`config.mk`:
```
export PLATFORM = sky130hd
export DESIGN_NAME = intersection_phase_scheduler
export DESIGN_NICKNAME = d
export VERILOG_FILES = /design/src/rtl/intersection_phase_scheduler_pkg.sv /design/src/rtl/tick_prescaler.sv /design/src/rtl/intersection_phase_scheduler.sv
export SDC_FILE = /design/constraint.sdc
export NUM_CORES = 1
export LEC_CHECK = 0
export ABC_AREA = 1
export CAP_MARGIN = 20
export CORE_UTILIZATION = 52
export CTS_CLUSTER_DIAMETER = 150
export DETAILED_ROUTE_END_ITERATION = 10
export PLACE_DENSITY = 0.81
export SYNTH_ARGS = -nofsm -noshare
export SYNTH_HDL_FRONTEND = slang
export SYNTH_SLANG_ARGS = --single-unit
```
`constraint.sdc`:
```
create_clock -name clk -period 2.3 [get_ports clk]
set_clock_uncertainty 0.05 [all_clocks]
set_input_delay 0.23 -clock clk [delete_from_list [all_inputs] [get_ports clk]]
set_output_delay 0.23 -clock clk [all_outputs]
set_load 0.005 [all_outputs]
```
`src/rtl/intersection_phase_scheduler_pkg.sv`:
```
// Shared definitions for the intersection phase scheduler: phase encoding,
// lamp bit ordering, default durations and small helper functions.
package intersection_phase_scheduler_pkg;

    typedef enum logic [2:0] {
        ST_MAIN_GREEN  = 3'd0,
        ST_MAIN_YELLOW = 3'd1,
        ST_ALL_RED_1   = 3'd2,
        ST_SIDE_GREEN  = 3'd3,
        ST_SIDE_YELLOW = 3'd4,
        ST_ALL_RED_2   = 3'd5,
        ST_PED_WALK    = 3'd6
    } phase_e;

    // Lamp vector bit positions, MSB first: main R/Y/G, side R/Y/G, walk.
    localparam int LAMP_W           = 7;
    localparam int LAMP_MAIN_RED    = 6;
    localparam int LAMP_MAIN_YELLOW = 5;
    localparam int LAMP_MAIN_GREEN  = 4;
    localparam int LAMP_SIDE_RED    = 3;
    localparam int LAMP_SIDE_YELLOW = 2;
    localparam int LAMP_SIDE_GREEN  = 1;
    localparam int LAMP_WALK        = 0;

    localparam int DEF_CL_PER_TIME     = 100;
    localparam int DEF_MAIN_GREEN_TIME = 15;
    localparam int DEF_SIDE_GREEN_TIME = 10;
    localparam int DEF_YELLOW_TIME     = 3;
    localparam int DEF_ALL_RED_TIME    = 2;
    localparam int DEF_PED_WALK_TIME   = 8;

    function automatic int dur_max(input int a, input int b, input int c,
                                   input int d, input int e);
        int m;
        m = a;
        if (b > m) m = b;
        if (c > m) m = c;
        if (d > m) m = d;
        if (e > m) m = e;
        return m;
    endfunction

    // Exactly one lamp per road; the unused encoding shows red on both roads.
    function automatic logic [LAMP_W-1:0] lamp_decode(input phase_e st);
        logic [LAMP_W-1:0] l;
        l = '0;
        case (st)
            ST_MAIN_GREEN: begin
                l[LAMP_MAIN_GREEN] = 1'b1;
                l[LAMP_SIDE_RED]   = 1'b1;
            end
            ST_MAIN_YELLOW: begin
                l[LAMP_MAIN_YELLOW] = 1'b1;
                l[LAMP_SIDE_RED]    = 1'b1;
            end
            ST_SIDE_GREEN: begin
                l[LAMP_MAIN_RED]   = 1'b1;
                l[LAMP_SIDE_GREEN] = 1'b1;
            end
            ST_SIDE_YELLOW: begin
                l[LAMP_MAIN_RED]    = 1'b1;
                l[LAMP_SIDE_YELLOW] = 1'b1;
            end
            ST_PED_WALK: begin
                l[LAMP_MAIN_RED] = 1'b1;
                l[LAMP_SIDE_RED] = 1'b1;
                l[LAMP_WALK]     = 1'b1;
            end
            default: begin
                l[LAMP_MAIN_RED] = 1'b1;
                l[LAMP_SIDE_RED] = 1'b1;
            end
        endcase
        return l;
    endfunction

endpackage

```
`src/rtl/tick_prescaler.sv`:
```
// Divides the system clock down to a one-cycle tick every CL_PER_TIME
// enabled cycles. The count freezes while en is low so no period is
// shortened or stretched across a pause.
module tick_prescaler #(
    parameter int CL_PER_TIME = 100
) (
    input  logic clk,
    input  logic rstb,
    input  logic en,
    output logic sec_tick
);

    localparam int CW = (CL_PER_TIME > 1) ? $clog2(CL_PER_TIME) : 1;
    localparam logic [CW-1:0] CNT_LAST = CW'(CL_PER_TIME - 1);

    logic [CW-1:0] cnt;

    // Free-running wrap counter, advancing only while enabled.
    always_ff @(posedge clk) begin
        if (rstb) begin
            cnt <= '0;
        end else if (en) begin
            if (cnt == CNT_LAST) begin
                cnt <= '0;
            end else begin
                cnt <= cnt + 1'b1;
            end
        end
    end

    assign sec_tick = en && (cnt == CNT_LAST);

endmodule

```
`src/rtl/intersection_phase_scheduler.sv`:
```
// Phase sequencer for a main/side road intersection with a pedestrian
// crossing over the main road.
//
//   state          | meaning
//   MAIN_GREEN     | main road green, rests here until demand
//   MAIN_YELLOW    | main road clearing
//   ALL_RED_1      | clearance before side or pedestrian phase
//   SIDE_GREEN     | side road green
//   SIDE_YELLOW    | side road clearing
//   ALL_RED_2      | clearance before returning to main green
//   PED_WALK       | pedestrians cross the main road
module intersection_phase_scheduler
    import intersection_phase_scheduler_pkg::*;
#(
    parameter int CL_PER_TIME     = DEF_CL_PER_TIME,
    parameter int MAIN_GREEN_TIME = DEF_MAIN_GREEN_TIME,
    parameter int SIDE_GREEN_TIME = DEF_SIDE_GREEN_TIME,
    parameter int YELLOW_TIME     = DEF_YELLOW_TIME,
    parameter int ALL_RED_TIME    = DEF_ALL_RED_TIME,
    parameter int PED_WALK_TIME   = DEF_PED_WALK_TIME,
    parameter int CNT_W = $clog2(dur_max(MAIN_GREEN_TIME, SIDE_GREEN_TIME,
                                         YELLOW_TIME, ALL_RED_TIME,
                                         PED_WALK_TIME) + 1)
) (
    input  logic             clk,
    input  logic             rstb,
    input  logic             en,
    input  logic             ped_req,
    input  logic             side_sensor,
    output logic             ped_ack,
    output logic             main_red,
    output logic             main_yellow,
    output logic             main_green,
    output logic             side_red,
    output logic             side_yellow,
    output logic             side_green,
    output logic             walk,
    output logic [2:0]       phase,
    output logic [CNT_W-1:0] remain
);

    localparam logic [CNT_W-1:0] REMAIN_ONE = CNT_W'(1);

    phase_e            state;
    phase_e            state_nxt;
    logic              adv;
    logic              enter_walk;
    logic              ped_pending;
    logic              sec_tick;
    logic [LAMP_W-1:0] lamps;

    function automatic logic [CNT_W-1:0] dur_of(input phase_e st);
        case (st)
            ST_MAIN_GREEN:  return CNT_W'(MAIN_GREEN_TIME);
            ST_MAIN_YELLOW: return CNT_W'(YELLOW_TIME);
            ST_SIDE_YELLOW: return CNT_W'(YELLOW_TIME);
            ST_ALL_RED_1:   return CNT_W'(ALL_RED_TIME);
            ST_ALL_RED_2:   return CNT_W'(ALL_RED_TIME);
            ST_SIDE_GREEN:  return CNT_W'(SIDE_GREEN_TIME);
            ST_PED_WALK:    return CNT_W'(PED_WALK_TIME);
            default:        return CNT_W'(MAIN_GREEN_TIME);
        endcase
    endfunction

    tick_prescaler #(
        .CL_PER_TIME (CL_PER_TIME)
    ) u_tick_prescaler (
        .clk      (clk),
        .rstb     (rstb),
        .en       (en),
        .sec_tick (sec_tick)
    );

    // Next-phase selection; phases only change on a tick that ends the phase.
    // Timed phases use remain<=1 so a zero duration cannot wedge the FSM.
    always_comb begin
        adv       = 1'b0;
        state_nxt = state;
        if (sec_tick) begin
            case (state)
                ST_MAIN_GREEN: begin
                    if (remain <= REMAIN_ONE && (side_sensor || ped_pending)) begin
                        adv       = 1'b1;
                        state_nxt = ST_MAIN_YELLOW;
                    end
                end
                ST_MAIN_YELLOW: begin
                    if (remain <= REMAIN_ONE) begin
                        adv       = 1'b1;
                        state_nxt = ST_ALL_RED_1;
                    end
                end
                ST_ALL_RED_1: begin
                    if (remain <= REMAIN_ONE) begin
                        adv       = 1'b1;
                        state_nxt = ped_pending ? ST_PED_WALK : ST_SIDE_GREEN;
                    end
                end
                ST_PED_WALK: begin
                    if (remain <= REMAIN_ONE) begin
                        adv       = 1'b1;
                        state_nxt = side_sensor ? ST_SIDE_GREEN : ST_ALL_RED_2;
                    end
                end
                ST_SIDE_GREEN: begin
                    if (remain <= REMAIN_ONE) begin
                        adv       = 1'b1;
                        state_nxt = ST_SIDE_YELLOW;
                    end
                end
                ST_SIDE_YELLOW: begin
                    if (remain <= REMAIN_ONE) begin
                        adv       = 1'b1;
                        state_nxt = ST_ALL_RED_2;
                    end
                end
                ST_ALL_RED_2: begin
                    if (remain <= REMAIN_ONE) begin
                        adv       = 1'b1;
                        state_nxt = ST_MAIN_GREEN;
                    end
                end
                default: begin
                    adv       = 1'b1;
                    state_nxt = ST_MAIN_GREEN;
                end
            endcase
        end
        enter_walk = adv && (state_nxt == ST_PED_WALK);
    end

    // Phase register, seconds timer, pedestrian latch and walk acknowledge.
    // The walk-entry clear wins over a same-cycle button press so a press
    // that coincides with the start of the walk is not carried over.
    always_ff @(posedge clk) begin
        if (rstb) begin
            state       <= ST_MAIN_GREEN;
            remain      <= CNT_W'(MAIN_GREEN_TIME);
            ped_pending <= 1'b0;
            ped_ack     <= 1'b0;
        end else begin
            ped_ack <= enter_walk;
            if (adv) begin
                state  <= state_nxt;
                remain <= dur_of(state_nxt);
            end else if (sec_tick && remain != '0) begin
                remain <= remain - 1'b1;
            end
            if (enter_walk) begin
                ped_pending <= 1'b0;
            end else if (en && ped_req && state != ST_PED_WALK) begin
                ped_pending <= 1'b1;
            end
        end
    end

    assign lamps       = lamp_decode(state);
    assign main_red    = lamps[LAMP_MAIN_RED];
    assign main_yellow = lamps[LAMP_MAIN_YELLOW];
    assign main_green  = lamps[LAMP_MAIN_GREEN];
    assign side_red    = lamps[LAMP_SIDE_RED];
    assign side_yellow = lamps[LAMP_SIDE_YELLOW];
    assign side_green  = lamps[LAMP_SIDE_GREEN];
    assign walk        = lamps[LAMP_WALK];
    assign phase       = state;

endmodule
```
# After elaboration in Yosys (flattened, before gate mapping)

Index checks and enable logic that the tools add are counted.

Reductions and logical operators: 16
$lt $le $gt $ge: 1
Add/sub/neg operators: 2
Multiplexer cells: 26
Equality and inequality tests: 14

Operators with widths:

| kind                                                                             | number |
|---|---|
| 3-bit two-way mux                                                                | 10 |
| 3-bit case mux with 7 select lines                                               | 1 |
| 3-bit == test, second input constant                                             | 6 |
| 4-bit case mux with 4 select lines                                               | 1 |
| 3-bit by 2-bit == test with 1-bit output, second input constant                  | 4 |
| 1-bit two-way mux                                                                | 10 |
| 2-bit OR reduction                                                               | 5 |
| 4-bit two-way mux                                                                | 2 |
| 7-bit by 1-bit adder with 7-bit output, second input constant                    | 1 |
| 7-bit == test, second input constant                                             | 1 |
| 7-bit two-way mux                                                                | 1 |
| 3-bit by 1-bit == test with 1-bit output, second input constant                  | 2 |
| 1-bit logical AND                                                                | 6 |
| 6-bit OR reduction                                                               | 1 |
| 4-bit by 1-bit less-or-equal comparator with 1-bit output, second input constant | 1 |
| 4-bit nonzero test                                                               | 1 |
| 4-bit by 1-bit subtractor with 4-bit output, second input constant               | 1 |
| 3-bit logical NOT                                                                | 1 |
| 3-bit != test, second input constant                                             | 1 |
| 1-bit case mux with 2 select lines                                               | 1 |
| 2-bit nonzero test                                                               | 1 |
| 1-bit logical OR                                                                 | 1 |

Flip-flop bits (word level): 16
Input port bits: 5
Logic and storage cells: 64
Output and inout port bits: 15

# Depth between registers and ports, before layout

Gate-level depths: netlist of the first run.

Depth after elaboration: 9
Depth in mapped cells: 16
Gate-level depth less buffers: 16

# Modules after synthesis

From an unflattened synthesis of the first run, not the netlist that was laid out.

Cell total of the unflattened synthesis: 196
Area, all modules: 1,321.3 um2

Modules (own cells, without submodules):

| module                       | sequential area each (um2) | area an instance (um2) | cells each | times used |
|---|---|---|---|---|
| intersection_phase_scheduler | 180.2                      | 945.9                  | 141        | 1 |
| tick_prescaler               | 140.1                      | 375.4                  | 55         | 1 |

# Worst setup path before layout of the first run

OpenSTA, ideal clock, no wires.

Kind: register to register
Start point: reg remain[0]
End point: reg remain[0]
Cell stages (with the launch flop): 15
Clock period less this slack: 1.764 ns
Slack: 0.536 ns
Data required time: 2.135 ns
Data arrival time: 1.599 ns
Path buffers: 0
Library setup time: 0.115 ns
Cell sequence: dfxtp_1 > inv_1 > ha_1 > inv_1 > nand2_1 > nand2_1 > nand2_1 > a21oi_2 > inv_1 > nand2_1 > nand3_1 > nand3_1 > nand3_1 > nand2_1 > nand2_1

Word-level cells in the longest chain between the ends: 9
Elaborated cells between the ends (all ways): 30
Classes of those cells: add/sub: 1; order compare: 1; eq/ne: 6; mux: 16; reduce/logical: 6

Ends and longest elaborated chain:

| element                                                   | RTL line                            | text |
|---|---|---|
| from (decl)                                               | intersection_phase_scheduler.sv:39  | `output logic [CNT_W-1:0] remain` |
| from (signal assigned)                                    | intersection_phase_scheduler.sv:138 | `remain <= CNT_W'(MAIN_GREEN_TIME);` |
| from (signal assigned)                                    | intersection_phase_scheduler.sv:145 | `remain <= dur_of(state_nxt);` |
| from (signal assigned)                                    | intersection_phase_scheduler.sv:147 | `remain <= remain - 1'b1;` |
| 4-bit by 1-bit less-or-equal comparator with 1-bit output | --                                  |  |
| 1-bit logical AND                                         | intersection_phase_scheduler.sv:82  | `if (remain <= REMAIN_ONE && (side_sensor \|\| ped_pending)) begin` |
| 3-bit two-way mux                                         | intersection_phase_scheduler.sv:82  |  |
| 3-bit case mux with 7 select lines                        | intersection_phase_scheduler.sv:80  | `case (state)` |
| 3-bit two-way mux                                         | intersection_phase_scheduler.sv:79  | `if (sec_tick) begin` |
| 3-bit == test, or another cell as far along               | intersection_phase_scheduler.sv:53  | `case (st)` |
| 2-bit OR reduction (no line)                              | --                                  |  |
| 4-bit case mux with 4 select lines                        | intersection_phase_scheduler.sv:53  |  |
| 4-bit two-way mux                                         | intersection_phase_scheduler.sv:143 | `if (adv) begin` |

Several ways; a longest one is shown, not always the timed one. The select of a mux whose other input is x is not followed.
A chain may end at the register's enable or synchronous reset.

# Worst setup path in the final report of the first run

Same ends and word-level chain as after synthesis.

==> flow_summary.yaml, run 1 <==
timing:
  fin_tns_setup_ns: 0
  min_period_ns: 2.05
  slew_violations: 0
  final_hold_viol_count: 0
  fin_crit_sh: 0.891
  setup_viol: 0
  fmax_mhz: 488
  whs_ns: 0.462
  max_slew_margin: 0.727
  rsz0062_at_grt: "no"
  setup_ws_ns: 0.251
  tightest_slew_ns: 0.406
cells_and_area:
  final_cell_mix: "nand2_1, nor2_1, clkdlybuf4s50_1, inv_1, dfxtp_1"
  nFillCells: 186
  area.growth.synth_to_final_pct: 20.2
  fin_nets: 206
  antennaDiodeCount: 0
  drive_gt1_frac: 0.195
  fin_area_sq_um: 1440
  final_common_cell: "nand2_1"
place:
  dp_hpwl_microns: 2020
  place_area_sq_um: 1410
  globalplace.congestion: 0.896
  port_buffers: 19
  post-place-ws_ns: 0.290
cts:
  clock-sinks: 16
  numCtsBuffers: 3
  root_buffer: "clkbuf_4"
  clk_pin_slew_ns: 0.09
  cts_tree: "built"
  cts_htree_levels: 1
  postCtsHoldBufs: 0
  insertion_delay_ns: 0.30
  cts_setup_buffers: 0
  cts_buffer_depth: 2
  cts_resized: 0
synth:
  syn_inst: 174
  yosys.area.top_type: "dfxtp_1"
  syn_area_sq_um: 1190
  synth_seq_cells: 16
  yosys_warnings: 0
  syn_avg_cell_area_sq_um: 6.87
  synth_nets: 183
  synthDominantCellAreaShare: 0.268
  ys_seq_area_frac: 0.268
  synth_cell_types: 30
  synth_area_leaders: "dfxtp_1, nand2_1, nor2_1"
pwr:
  p_total_mw: 0.461
  leakagePower_nw: 0.630
  peakVddDrop_mv: 0.397
  power_density_nw_per_um2: 321
grt:
  grt_pass1_wl_microns: 4430
  grt_max_degree: 10
  grt_pass1_vias: 1075
  grt_usage: 0.232
  grt_overflow_total: 0
  antenna_found_initial: 0
worst_setup_path:
  worstSetupEndpointType: "flop"
  critPathRequiredTime_ns: 2.45
  crit_type: "flop to flop"
  start_kind: "flop"
  cp.arrival_ns: 2.20
  cp_max_fo: 5
drt:
  antenna_left: 0
  wl_per_cell_microns: 11.0
  firstDrtPassIters: 4
  drt-total-wl_microns: 2440
  drc_errors: 0
  drt_first_iter_violations: 26
  vias_per_cell: 5.18
  vias: 1150
die:
  die_w_microns: 49.9
  dieArea_sq_um: 2490
  start_util: 0.579
  dieHeight_microns: 49.9
  io_pins: 20
  core_area_sq_um: 2060
  rows: 16
job:
  max_cap_viol_count: 0
min_path:
  min_path_type: "flop to flop"
outcome:
  outcome: "complete, no violations"
-- registers in the layout (all words and copies together) (netlist names) --
register	flops
ped_ack	1
u_tick_prescaler.cnt	7
phase	3
ped_pending	1
remain	4
-- logic make-up after synthesis --
family	share of synthesized area
simple gates	0.502
buf+inv	0.0806
compound gates	0.0932
flops	0.268
fa+ha+maj	0.0419
xor+xnor	0.0147
-- area by class of cell --
type	instances	area, sq um	area share
multi-input cells	134	778	0.542
clock buffers	3	22.5	0.0157
flip-flops and latches	16	320	0.223
repair buffers	19	190	0.132
well taps	27	33.8	0.0235
inverters	23	91.3	0.0636
-- final timing paths --
check / from / to / slack [ns] / cells past startpoint
worst max-delay path: remain[0] / remain[0] / 0.25 / 14
worst min-delay path: u_tick_prescaler.cnt[0] / u_tick_prescaler.cnt[0] / 0.46 / 2
worst max register to register: remain[0] / remain[0] / 0.25 / 14
worst min register to register: u_tick_prescaler.cnt[0] / u_tick_prescaler.cnt[0] / 0.46 / 2
-- per-stage QoR --
stage          instances   util
2_1_floorplan        174      -
3_3_place_gp         219  0.686
3_5_place_dp         219  0.686
4_1_cts              222  0.697
5_1_grt              222  0.697
6_report             222  0.697
-- worst max-delay path, cell delays in order, from the launching register on --
cell and delay (ns):
dfxtp_1 0.45, inv_1 0.12, ha_1 0.25, inv_1 0.06
nand2_1 0.08, nand2_1 0.16, nand2_1 0.09, a21oi_2 0.19
inv_1 0.05, nand2_1 0.10, nand3_1 0.10, nand3_1 0.08
nand3_1 0.08, nand2_1 0.06, nand2_1 0.04
-- per-layer routing --
| metal | global-route usage | wire length (microns) |
|---|---|---|
| met1 | 0.295 | 1150 |
| met3 | 0.0278 | 137 |
| met4 | 0.114 | 55 |
| met5 | 0 | 0 |
| met2 | 0.381 | 1100 |
-- cells in the mapped netlist --
cell / number
clkinv_1: 1
inv_1: 16
o21ai_0: 2
a31oi_1: 1
nor4_1: 1
nand4_2: 1
nor2_1: 20
dfxtp_1: 16
nand3_2: 2
a21oi_1: 12
xnor2_1: 1
inv_2: 4
nor2_2: 3
clkbuf_2: 1
inv_4: 2
nor3_1: 4
nand3_4: 1
nand4_1: 3
and2_4: 1
nand2_2: 5
nand3_1: 12
or2_2: 3
nor3b_1: 2
a21oi_2: 4
nor2_8: 2
nand2_4: 2
xor2_1: 1
ha_1: 4
nand2_1: 42
nor2_4: 5
-- power by group --
group          switching, mW  total, mW  internal (mW)  leakage, nW
registers            0.00419      0.285          0.281        0.130
logic                 0.0148     0.0288         0.0140        0.486
clock network         0.0856      0.147         0.0611       0.0138
Power figures use the tool's default switching activity.
==> run 2: changes to the inputs <==
--- a/config.mk
+++ b/config.mk
@@ -7,10 +7,14 @@
 export LEC_CHECK = 0
 export ABC_AREA = 1
 export CAP_MARGIN = 20
-export CORE_UTILIZATION = 52
+export CELL_PAD_IN_SITES_DETAIL_PLACEMENT = 1
+export CELL_PAD_IN_SITES_GLOBAL_PLACEMENT = 1
+export CORE_UTILIZATION = 38
 export CTS_CLUSTER_DIAMETER = 150
 export DETAILED_ROUTE_END_ITERATION = 10
-export PLACE_DENSITY = 0.81
+export GPL_ROUTABILITY_DRIVEN = 0
+export PLACE_DENSITY = 0.82
 export SYNTH_ARGS = -nofsm -noshare
 export SYNTH_HDL_FRONTEND = slang
+export SYNTH_HIERARCHICAL = 1
 export SYNTH_SLANG_ARGS = --single-unit
==> run 2 against run 1 <==
  * Die area is 49% higher
  * Setup slack better by 0.023 ns
  * Register-to-register slack gained 0.02 ns
  * Non-clock buffer count rose by 7
  * Clock-buffer cell count is 1 higher
  * Critical path depth rose by 2
  * Highest routed layer unchanged
==> flow_summary.yaml, run 2 <==
worst_setup_path:
  r2r_end: "remain[2]"
  reg2reg_slack_ns: 0.27
  cp_max_fo: 5
  crit_type: "flop to flop"
  cp.arrival_ns: 2.16
  critPathRequiredTime_ns: 2.44
  r2r_cells: 16
  start_kind: "flop"
  worstSetupEndpointType: "flop"
  r2r_start: "remain[0]"
cells_and_area:
  post-route-util: 0.487
  largest_register_ffs: 7
  drive_gt1_frac: 0.279
  area.growth.synth_to_final_pct: 23.0
  top_register: "u_tick_prescaler/cnt"
  fin_area_sq_um: 1630
  final_cell_mix: "nand2_1, inv_1, clkdlybuf4s50_1, dfxtp_1, nor2_1"
  fin_nets: 232
  final_common_cell: "nand2_1"
  layoutNonFillerInstCount: 268
  nFillCells: 454
  antennaDiodeCount: 0
timing:
  max_slew_margin: 0.731
  fin_tns_setup_ns: 0
  whs_ns: 0.467
  final_hold_viol_count: 0
  rsz0062_at_grt: "no"
  setup_ws_ns: 0.274
  min_period_ns: 2.03
  slew_violations: 0
  fin_crit_sh: 0.881
  tightest_slew_ns: 0.402
  setup_viol: 0
  fmax_mhz: 494
min_path:
  min_path_type: "flop to flop"
  hp-start: "ped_pending"
  hold_end: "ped_pending"
  hold_depth: 2
outcome:
  outcome: "complete, no violations"
cts:
  cts_buffer_depth: 2
  cts_tree: "built"
  numCtsBuffers: 3
  clock-sinks: 16
  cts_htree_levels: 1
  clk_pin_slew_ns: 0.10
  root_buffer: "clkbuf_4"
  postCtsHoldBufs: 0
  insertion_delay_ns: 0.29
die:
  die_w_microns: 61.0
  start_util: 0.396
  dieHeight_microns: 61.0
  io_pins: 20
  rows: 21
  core_area_sq_um: 3340
  dieArea_sq_um: 3720
place:
  place_area_sq_um: 1590
  place_inst: 264
  dp_hpwl_microns: 2650
  post-place-ws_ns: 0.196
  port_buffers: 19
synth:
  yosys.area.top_type: "dfxtp_1"
  synthDominantCellAreaShare: 0.242
  syn_inst: 196
  synth_cell_types: 31
  syn_area_sq_um: 1320
  synth_seq_cells: 16
  ys_seq_area_frac: 0.242
  synth.most_common_cell: "nand2_1"
  synth_async_sr_flop_share: 0
  synth_nets: 205
  synth-edff-count: 0
  yosys_warnings: 6
  syn_avg_cell_area_sq_um: 6.74
  synth_ff_type: "dfxtp_1"
  synth_commonest_cells: "nand2_1, inv_1, dfxtp_1"
  synth_area_leaders: "dfxtp_1, nand2_1, inv_1"
drt:
  firstDrtPassIters: 4
  wl_per_cell_microns: 11.6
  antenna_left: 0
  drc_errors: 0
  drt_first_iter_violations: 37
  vias: 1232
  drt-total-wl_microns: 3120
  vias_per_cell: 4.60
pwr:
  clkPwrFrac: 0.375
  p_sw_mw: 0.115
  p_comb_frac: 0.062
  swShare: 0.226
  p_total_mw: 0.509
  power_density_nw_per_um2: 313
  p_seq_frac: 0.564
  peakVddDrop_mv: 0.240
  p_int_mw: 0.394
  leakagePower_nw: 0.745
grt:
  antenna_found_initial: 0
  grt_overflow_total: 0
  grt_usage: 0.192
  grt_pass1_vias: 1184
  grt_max_degree: 12
  grt_pass1_wl_microns: 5200
job:
  max_cap_viol_count: 0
==> run 2: area by class of cell <==
type | instances | area (sq um) | area share
Sequential cell | 16 | 322 | 0.198
Clock buffer | 4 | 36.3 | 0.0223
Tap cell | 46 | 57.6 | 0.0354
Multi-Input combinational cell | 142 | 830 | 0.510
Timing Repair Buffer | 26 | 243 | 0.149
Inverter | 34 | 138 | 0.0847
==> run 2: critical path, cell delays in order (launching register included) <==
cell      delay, ns
dfxtp_2        0.39
inv_1          0.09
ha_1           0.22
inv_1          0.07
nand2_1        0.10
nand2_2        0.13
nand2_1        0.09
nor2_1         0.12
nor2_2         0.05
nand3_2        0.08
nand2_4        0.08
nor2_2         0.12
nand2_2        0.07
nand3_2        0.09
o21bai_2       0.06
nand2_1        0.06
nand2_1        0.06
==> run 2: kinds of logic after synthesis <==
family / after synthesis / share of synthesized area
buffers and inverters: 38 / 0.130
adder cells (fa/ha/maj): 4 / 0.0379
AND/OR/NAND/NOR: 110 / 0.438
flip-flops: 16 / 0.242
AO/OA/AOI/OAI: 23 / 0.118
XOR/XNOR: 4 / 0.0265
multiplexers: 1 / 0.00758
==> run 2: power by group through the flow <==
stage / Combinational [mW] / Clock (mW) / Sequential (mW)
CTS: 0.0321 / 0.199 / 0.287
global route: 0.0359 / 0.205 / 0.287
global placement: 0.0316 / 0 / 0.293
floorplan: 0.0174 / 0 / 0.292
finish: 0.0313 / 0.191 / 0.287
detailed placement: 0.0319 / 0 / 0.293
==> run 2: what timing repair did <==
action | CTS | global route
buffers inserted | 0 | 0
endpoints found under the setup margin | 0 | 1
resized for setup | 0 | 1
==> run 2: worst max path at each step <==
stage,from,end,slack [ns]
final,remain[0],remain[2],0.27
after global routing,remain[1],remain[2],0.03
after CTS,remain[0],remain[2],0.18
after detailed placement,en,remain[0],0.20
after global placement,en,remain[0],0.25
after floorplan,remain[0],remain[1],0.45
==> run 2: metal layers <==
layer | track usage | vias up | part of all wire
li1 | - | 658 | -
met2 | 0.333 | 15 | 0.48
met1 | 0.251 | 554 | 0.48
met3 | 0.0128 | 5 | 0.015
met5 | 0 | - | 0
met4 | 0.0682 | 0 | 0.015
